--- src/rtl/ysyx_23060221_axi_arbiter.sv ---
// rtl/ysyx_23060221_axi_arbiter.sv - two-master round-robin AXI4 arbiter, one whole transaction per grant
module ysyx_23060221_axi_arbiter (
    input  logic        clk,
    input  logic        rst,
    // master 0 (IFU)
    input  logic        m0_arvalid,
    input  logic [31:0] m0_araddr,
    input  logic [3:0]  m0_arid,
    input  logic [7:0]  m0_arlen,
    input  logic [2:0]  m0_arsize,
    input  logic [1:0]  m0_arburst,
    output logic        m0_arready,
    output logic        m0_rvalid,
    output logic [31:0] m0_rdata,
    output logic [1:0]  m0_rresp,
    output logic        m0_rlast,
    output logic [3:0]  m0_rid,
    input  logic        m0_rready,
    input  logic        m0_awvalid,
    input  logic [31:0] m0_awaddr,
    input  logic [3:0]  m0_awid,
    input  logic [7:0]  m0_awlen,
    input  logic [2:0]  m0_awsize,
    input  logic [1:0]  m0_awburst,
    output logic        m0_awready,
    input  logic        m0_wvalid,
    input  logic [31:0] m0_wdata,
    input  logic [3:0]  m0_wstrb,
    input  logic        m0_wlast,
    output logic        m0_wready,
    output logic        m0_bvalid,
    output logic [1:0]  m0_bresp,
    output logic [3:0]  m0_bid,
    input  logic        m0_bready,
    // master 1 (LSU)
    input  logic        m1_arvalid,
    input  logic [31:0] m1_araddr,
    input  logic [3:0]  m1_arid,
    input  logic [7:0]  m1_arlen,
    input  logic [2:0]  m1_arsize,
    input  logic [1:0]  m1_arburst,
    output logic        m1_arready,
    output logic        m1_rvalid,
    output logic [31:0] m1_rdata,
    output logic [1:0]  m1_rresp,
    output logic        m1_rlast,
    output logic [3:0]  m1_rid,
    input  logic        m1_rready,
    input  logic        m1_awvalid,
    input  logic [31:0] m1_awaddr,
    input  logic [3:0]  m1_awid,
    input  logic [7:0]  m1_awlen,
    input  logic [2:0]  m1_awsize,
    input  logic [1:0]  m1_awburst,
    output logic        m1_awready,
    input  logic        m1_wvalid,
    input  logic [31:0] m1_wdata,
    input  logic [3:0]  m1_wstrb,
    input  logic        m1_wlast,
    output logic        m1_wready,
    output logic        m1_bvalid,
    output logic [1:0]  m1_bresp,
    output logic [3:0]  m1_bid,
    input  logic        m1_bready,
    // slave port
    output logic        s_arvalid,
    output logic [31:0] s_araddr,
    output logic [3:0]  s_arid,
    output logic [7:0]  s_arlen,
    output logic [2:0]  s_arsize,
    output logic [1:0]  s_arburst,
    input  logic        s_arready,
    input  logic        s_rvalid,
    input  logic [31:0] s_rdata,
    input  logic [1:0]  s_rresp,
    input  logic        s_rlast,
    input  logic [3:0]  s_rid,
    output logic        s_rready,
    output logic        s_awvalid,
    output logic [31:0] s_awaddr,
    output logic [3:0]  s_awid,
    output logic [7:0]  s_awlen,
    output logic [2:0]  s_awsize,
    output logic [1:0]  s_awburst,
    input  logic        s_awready,
    output logic        s_wvalid,
    output logic [31:0] s_wdata,
    output logic [3:0]  s_wstrb,
    output logic        s_wlast,
    input  logic        s_wready,
    input  logic        s_bvalid,
    input  logic [1:0]  s_bresp,
    input  logic [3:0]  s_bid,
    output logic        s_bready,
    output logic        busy
);

    typedef enum logic [1:0] {IDLE, RD, WR} state_t;

    state_t state_q, state_d;
    logic   owner_q, owner_d;
    logic   last_q, last_d;
    logic   ar_done_q, ar_done_d;
    logic   aw_done_q, aw_done_d;
    logic   w_done_q, w_done_d;

    logic in_rd, in_wr, active;
    logic rd0, rd1, wr0, wr1;
    logic req0, req1, winner;
    logic rd_complete, wr_complete;

    assign in_rd  = (state_q == RD);
    assign in_wr  = (state_q == WR);
    assign active = in_rd | in_wr;
    assign rd0    = in_rd & ~owner_q;
    assign rd1    = in_rd &  owner_q;
    assign wr0    = in_wr & ~owner_q;
    assign wr1    = in_wr &  owner_q;
    assign busy   = active;

    // Owner-side view of both masters' request signals
    logic        own_arvalid, own_rready, own_awvalid, own_wvalid, own_wlast, own_bready;
    logic [31:0] own_araddr, own_awaddr, own_wdata;
    logic [3:0]  own_arid, own_awid, own_wstrb;
    logic [7:0]  own_arlen, own_awlen;
    logic [2:0]  own_arsize, own_awsize;
    logic [1:0]  own_arburst, own_awburst;

    assign own_arvalid = owner_q ? m1_arvalid : m0_arvalid;
    assign own_araddr  = owner_q ? m1_araddr  : m0_araddr;
    assign own_arid    = owner_q ? m1_arid    : m0_arid;
    assign own_arlen   = owner_q ? m1_arlen   : m0_arlen;
    assign own_arsize  = owner_q ? m1_arsize  : m0_arsize;
    assign own_arburst = owner_q ? m1_arburst : m0_arburst;
    assign own_rready  = owner_q ? m1_rready  : m0_rready;
    assign own_awvalid = owner_q ? m1_awvalid : m0_awvalid;
    assign own_awaddr  = owner_q ? m1_awaddr  : m0_awaddr;
    assign own_awid    = owner_q ? m1_awid    : m0_awid;
    assign own_awlen   = owner_q ? m1_awlen   : m0_awlen;
    assign own_awsize  = owner_q ? m1_awsize  : m0_awsize;
    assign own_awburst = owner_q ? m1_awburst : m0_awburst;
    assign own_wvalid  = owner_q ? m1_wvalid  : m0_wvalid;
    assign own_wdata   = owner_q ? m1_wdata   : m0_wdata;
    assign own_wstrb   = owner_q ? m1_wstrb   : m0_wstrb;
    assign own_wlast   = owner_q ? m1_wlast   : m0_wlast;
    assign own_bready  = owner_q ? m1_bready  : m0_bready;

    // Slave side: valids gated so each address/data phase is issued once
    assign s_arvalid = in_rd & own_arvalid & ~ar_done_q;
    assign s_araddr  = active ? own_araddr  : '0;
    assign s_arid    = active ? own_arid    : '0;
    assign s_arlen   = active ? own_arlen   : '0;
    assign s_arsize  = active ? own_arsize  : '0;
    assign s_arburst = active ? own_arburst : '0;
    assign s_rready  = in_rd & own_rready;
    assign s_awvalid = in_wr & own_awvalid & ~aw_done_q;
    assign s_awaddr  = active ? own_awaddr  : '0;
    assign s_awid    = active ? own_awid    : '0;
    assign s_awlen   = active ? own_awlen   : '0;
    assign s_awsize  = active ? own_awsize  : '0;
    assign s_awburst = active ? own_awburst : '0;
    assign s_wvalid  = in_wr & own_wvalid & ~w_done_q;
    assign s_wdata   = active ? own_wdata : '0;
    assign s_wstrb   = active ? own_wstrb : '0;
    assign s_wlast   = active ? own_wlast : 1'b0;
    assign s_bready  = in_wr & own_bready;

    // Master side: the non-owner sees an idle port
    assign m0_arready = rd0 & s_arready & ~ar_done_q;
    assign m0_rvalid  = rd0 & s_rvalid;
    assign m0_rdata   = rd0 ? s_rdata : '0;
    assign m0_rresp   = rd0 ? s_rresp : '0;
    assign m0_rlast   = rd0 & s_rlast;
    assign m0_rid     = rd0 ? s_rid : '0;
    assign m0_awready = wr0 & s_awready & ~aw_done_q;
    assign m0_wready  = wr0 & s_wready & ~w_done_q;
    assign m0_bvalid  = wr0 & s_bvalid;
    assign m0_bresp   = wr0 ? s_bresp : '0;
    assign m0_bid     = wr0 ? s_bid : '0;

    assign m1_arready = rd1 & s_arready & ~ar_done_q;
    assign m1_rvalid  = rd1 & s_rvalid;
    assign m1_rdata   = rd1 ? s_rdata : '0;
    assign m1_rresp   = rd1 ? s_rresp : '0;
    assign m1_rlast   = rd1 & s_rlast;
    assign m1_rid     = rd1 ? s_rid : '0;
    assign m1_awready = wr1 & s_awready & ~aw_done_q;
    assign m1_wready  = wr1 & s_wready & ~w_done_q;
    assign m1_bvalid  = wr1 & s_bvalid;
    assign m1_bresp   = wr1 ? s_bresp : '0;
    assign m1_bid     = wr1 ? s_bid : '0;

    assign req0        = m0_arvalid | m0_awvalid;
    assign req1        = m1_arvalid | m1_awvalid;
    assign winner      = (req0 & req1) ? ~last_q : req1;
    assign rd_complete = s_rvalid & s_rready & s_rlast;
    assign wr_complete = s_bvalid & s_bready;

    always_comb begin
        state_d   = state_q;
        owner_d   = owner_q;
        last_d    = last_q;
        ar_done_d = ar_done_q;
        aw_done_d = aw_done_q;
        w_done_d  = w_done_q;
        case (state_q)
            IDLE: begin
                if (req0 | req1) begin
                    owner_d = winner;
                    state_d = (winner ? m1_arvalid : m0_arvalid) ? RD : WR;
                end
            end
            RD: begin
                if (s_arvalid & s_arready) ar_done_d = 1'b1;
                if (rd_complete) begin
                    state_d   = IDLE;
                    last_d    = owner_q;
                    ar_done_d = 1'b0;
                end
            end
            WR: begin
                if (s_awvalid & s_awready)          aw_done_d = 1'b1;
                if (s_wvalid & s_wready & s_wlast)  w_done_d  = 1'b1;
                // B may legally arrive before the done flags settle; it still ends the grant
                if (wr_complete) begin
                    state_d   = IDLE;
                    last_d    = owner_q;
                    aw_done_d = 1'b0;
                    w_done_d  = 1'b0;
                end
            end
            default: state_d = IDLE;
        endcase
    end

    always_ff @(posedge clk or negedge rst) begin
        if (!rst) begin
            state_q   <= IDLE;
            owner_q   <= 1'b0;
            last_q    <= 1'b1;
            ar_done_q <= 1'b0;
            aw_done_q <= 1'b0;
            w_done_q  <= 1'b0;
        end else begin
            state_q   <= state_d;
            owner_q   <= owner_d;
            last_q    <= last_d;
            ar_done_q <= ar_done_d;
            aw_done_q <= aw_done_d;
            w_done_q  <= w_done_d;
        end
    end

endmodule

--- config.mk ---
export PLATFORM = sky130hd
export DESIGN_NAME = ysyx_23060221_axi_arbiter
export DESIGN_NICKNAME = d
export VERILOG_FILES = /design/src/rtl/ysyx_23060221_axi_arbiter.sv
export SDC_FILE = /design/constraint.sdc
export NUM_CORES = 1
export LEC_CHECK = 0
export CAP_MARGIN = 20
export CORE_AREA = 5 5 217 219
export CTS_CLUSTER_DIAMETER = 150
export DETAILED_ROUTE_END_ITERATION = 6
export DIE_AREA = 0 0 222 224
export RECOVER_POWER = 50
export SYNTH_ARGS = -nofsm -noshare
export SYNTH_HDL_FRONTEND = slang
export SYNTH_SLANG_ARGS = --single-unit
--- constraint.sdc ---
create_clock -name clk -period 2.7 [get_ports clk]
set_input_delay 0.54 -clock clk [delete_from_list [all_inputs] [get_ports clk]]
set_output_delay 0.54 -clock clk [all_outputs]
set_load 0.03 [all_outputs]
Word-level counts from Yosys, hierarchy flattened
Cells that the tools add are included.
{"block": "op_classes", "n_eq_ne": 5, "muxes": 57, "bitwise": 47, "n_reduce_logical": 11}
{"cell": "2-to-1 mux 32 bit", "n": 8}
{"cell": "2-to-1 mux 4 bit", "n": 10}
{"cell": "bitwise AND 1 bit", "n": 38}
{"cell": "2-to-1 mux 8 bit", "n": 4}
{"cell": "2-to-1 mux 2 bit", "n": 12}
{"cell": "2-to-1 mux 1 bit", "n": 17}
{"cell": "2-to-1 mux 3 bit", "n": 4}
{"cell": "AND reduction 2 bit", "n": 4}
{"cell": "nonzero test 2 bit", "n": 4}
{"cell": "one-hot mux 2 bit (3 select lines)", "n": 1}
{"cell": "AND reduction 3 bit", "n": 2}
{"cell": "inverter 1 bit", "n": 5}
{"cell": "inequality test 2 x 1 -> 1 bit, second input constant", "n": 2}
{"cell": "OR 1 bit", "n": 4}
{"cell": "equality test 2 x 1 -> 1 bit, second input constant", "n": 1}
{"cell": "equality test 2 bit, second input constant", "n": 1}
{"cell": "zero test 2 bit", "n": 1}
{"cell": "inequality test 2 bit, second input constant", "n": 1}
{"cell": "one-hot mux 1 bit (2 select lines)", "n": 1}
{"block": "totals", "ff_bits": 7, "in_bits": 332}

Depth between registers and ports, before layout
{"block": "depth", "word_depth": 7, "ltp_mapped": 7, "ltp_nobuf": 6}

Worst setup path before layout
No wires, ideal clock.
{"block": "synth_path", "path_kind": "register -> output", "from": "reg state_q[0]", "to": "out s_awaddr[18]", "t_arrival_ns": 2.056, "path_slack_ns": 0.104, "stages_incl_launch_ff": 7, "n_path_buf": 3, "cell_sequence": "dfrtp_1 > inv_1 > ha_1 > buf_2 > clkbuf_1 > clkbuf_1 > nor2b_1"}
{"block": "synth_between", "elab_chain_len": 3, "word_cells_on_any_way": 4}
{"element": "from (decl)", "line_no": "100", "text": "state_t state_q, state_d;"}
{"element": "from (signal assigned)", "line_no": "245", "text": "state_q <= state_d;"}
{"element": "equality test 2 x 1 -> 1 bit / equality test 2 bit (equally long branches)", "line_no": "112, 113"}
{"element": "OR 1 bit *", "line_no": "114", "text": "assign active = in_rd | in_wr;"}
{"element": "named net busy", "line_no": "95", "text": "output logic busy"}
{"element": "2-to-1 mux 32 bit *", "line_no": "157", "text": "assign s_awaddr = active ? own_awaddr : '0;"}
{"element": "to (decl)", "line_no": "80", "text": "output logic [31:0] s_awaddr,"}
Mark *: on every way through the listed nets, which the timed path passes. The rest lies on a longest branch.

Worst setup path after layout
{"block": "layout_path", "from": "reg owner_q", "to": "out s_awlen[4]"}
{"block": "layout_between", "elab_chain_len": 2}
{"element": "from (decl)", "line_no": "101", "text": "logic owner_q, owner_d;"}
{"element": "from (signal assigned)", "line_no": "246", "text": "owner_q <= owner_d;"}
{"element": "2-to-1 mux 8 bit", "line_no": "139", "text": "assign own_awlen = owner_q ? m1_awlen : m0_awlen;"}
{"element": "2-to-1 mux 8 bit", "line_no": "159", "text": "assign s_awlen = active ? own_awlen : '0;"}
{"element": "to (decl)", "line_no": "82", "text": "output logic [7:0] s_awlen,"}
No other way between the ends.

==> results by group <==
Finish
  – Core Util, Final: 21.7%
  – Final instance area: 0.00976 mm²
  – Fin nets: 1,362
  – # diodes: 0
  – Fillers: 4,973
  – P&R area growth vs syn: 170%
  – Layout cell share with drive strength beyond 1: 17.7%
  – Finished Layout Cells: 1,624

CTS
  – Root Driver: clkbuf_16
  – Number of H-tree levels: 1
  – Number of buffers created by CTS: 3
  – Clock latency on the worst-skew pair: 0.23 ns
  – Deepest clock path buffer count: 2
  – CTS hold repair buffers: 0
  – CTS clk-pin slew, worst paths: 0.04 ns
  – CTS sink cnt: 7
  – CTS tree: built

Route
  – DRC Markers: 0
  – Overall routed net length: 25,100 µm
  – Vias post-DR: 5,499
  – DR pass1 iterations: 4
  – WL/cell: 15.4 µm
  – Vias/cell: 3.39
  – Initial DRC count: 105
  – Post-route ant nets: 0

Synth
  – Syn_area_per_cell: 7.63 µm²
  – Mapped Cells: 473
  – Synth unique cells: 32
  – FFs w/ async S/R, synth: 100%
  – Largest area contributor in the synthesized netlist: mux2i_1
  – Synth top area cells: mux2i_1 39%, nor2b_1 24%, and2_1 8.3%
  – Synth cell count leaders: 140 x nor2b_1, 139 x mux2i_1, 48 x and2_1
  – Post-synth top area share: 38.5%
  – YS warnings: 0
  – Mapped Area: 0.00361 mm²
  – Syn Nets: 810
  – Top_reg_cell synth: dfrtp_1
  – Most numerous cell in the Yosys netlist: nor2b_1
  – Post-synth EDFFs: 0
  – Seq cells post-synth: 7
  – Register area share after synthesis: 4.89%

Power
  – Maximum VDD drop: 0.509 mV
  – Power Density: 992 mW/mm²
  – Overall Power: 9680 µW
  – Leakage: 0.00465 µW

Floorplanning
  – Row count: 78
  – Die Wd: 222 µm
  – DIE AREA: 0.0497 mm²
  – Die Height: 224 µm
  – Starting Density: 8.04%
  – Io pins: 573
  – Core Region: 0.0449 mm²

Critical path
  – Worst Setup Path Type: reg -> out
  – CP Launch Type: register
  – Crit path DAT: 2.06 ns
  – Worst Path Required: 2.16 ns
  – Critical path fanouts, max: 57
  – Crit end category: output pin

Min path
  – Worst min-delay path category: reg -> reg

Timing
  – Least-Margin Pin Slew: 0.430 ns
  – Clock Skew: 0.00267 ns
  – Crit share post-route: 96.4%
  – Fmax: 384 MHz
  – Post-route setup TNS: 0 ns
  – Min Tclk post-route: 2.60 ns
  – Final setup fails: 0
  – RSZ-0062 raised after global routing: no
  – Final Slew Violations: 0
  – Slew margin rel.: 71.5%
  – Final Hold Viols: 0

Placement
  – Port bufs: 572
  – DPL Wire Length: 22,000 µm
  – Post-Place Cells: 1,620
  – Area of placed instances: 0.00995 mm²
  – Routability cong.: 0.903

Status
  – Outcome: complete, no violations

Global route
  – GRT Overall Usage: 8.79%
  – Initial antenna violation count: 2
  – First-pass GRT wire length: 34,900 µm
  – Pin count of the biggest net entering global routing: 58
  – GR Overflow Total: 0
  – Vias in the first global route: 5,711

Run
  – Max-Cap Viols: 0
-- metrics by stage --
stage,hold slack (ns),setup slack [ns]
floorplan,0.244,0.104
global placement,0.527,0.0495
CTS,0.547,0.00348
finish,0.547,0.0965
detailed placement,0.539,0.0408
global route,0.586,0.00171
-- cells in the final DEF (no fill, tap or decap), types with 2 or more instances in the layout --
| cell type | count |
|---|---|
| a21oi_1 | 3 |
| a31oi_1 | 4 |
| a32o_1 | 2 |
| and2_0 | 8 |
| and2_1 | 40 |
| and3_1 | 47 |
| and3b_1 | 3 |
| buf_12 | 29 |
| buf_4 | 122 |
| buf_8 | 2 |
| clkbuf_1 | 59 |
| clkbuf_16 | 3 |
| clkbuf_2 | 17 |
| clkdlybuf4s50_1 | 339 |
| dfrtp_1 | 5 |
| dlygate4sd2_1 | 4 |
| dlygate4sd3_1 | 2 |
| dlymetal6s2s_1 | 19 |
| ha_1 | 4 |
| inv_1 | 4 |
| mux2i_1 | 139 |
| nand2_1 | 3 |
| nor2_1 | 4 |
| nor2b_1 | 140 |
| nor3b_1 | 4 |
| o21a_1 | 2 |
-- timing repair --
| action | in CTS | in global routing |
|---|---|---|
| buffers inserted | 0 | 0 |
| endpoints found under the setup margin | 17 | 38 |
| resized for setup | 6 | 30 |
-- layout make-up --
type	instances	area, µm²	area share, %
Clock buffer	3	75.1	0.769
Clock inverter	1	5.00	0.0513
Inverter	4	15.0	0.154
Multi-Input combinational cell	416	3220	33.0
Sequential cell	7	180	1.85
Tap cell	600	751	7.69
Timing Repair Buffer	593	5520	56.5
-- report_power, final --
part / switching, µW / total [µW] / internal [µW]
clock network: 60.5 / 255 / 195
logic: 5260 / 9170 / 3910
registers: 98.7 / 260 / 161
total: 5420 / 9680 / 4260
-- cell families (layout without fill, tap and decap cells) --
group / after synthesis / count (layout) / synth area share (%)
muxes: 141 / 141 / 39.3
AOI/OAI and AO/OA: 16 / 16 / 3.53
DFF: 7 / 7 / 4.89
and+or+nand+nor: 254 / 254 / 44.2
adders and majority gates: 5 / 5 / 1.73
buffers and inverters: 50 / 601 / 6.34
-- flip-flops by register name, summed over array words and instances, names as in the netlist --
signal     flops
ar_done_q      1
owner_q        1
w_done_q       1
aw_done_q      1
state_q        2
last_q         1
-- final timing paths --
path                            depth (start not counted)    endpoint  slack [ns]        from
worst min-delay path                                    1  state_q[1]        0.55  state_q[1]
worst max-delay path                                    5  s_awlen[4]         0.1     owner_q
worst max register to register                          7  state_q[0]        0.57  state_q[1]
worst min register to register                          1  state_q[1]        0.55  state_q[1]
max in group asynchronous                               1      last_q        1.75         rst
min in group asynchronous                               1    w_done_q        0.65         rst
-- critical path: stages (launching register included) --
cell and delay [ns]:
dfrtp_4 0.59, buf_12 0.30, buf_4 0.37, mux2i_1 0.23, nor2b_1 0.07, buf_4 0.17
-- routing by layer --
layer  vias up  track usage (%)  wire length, µm
li1       2717                -                -
met1      2438             10.1             9830
met2       318             16.7            13000
met3        24             2.11             1850
met4         2             1.67              408
met5         -                0               12
No activity file was read; power rests on OpenSTA's default activity.
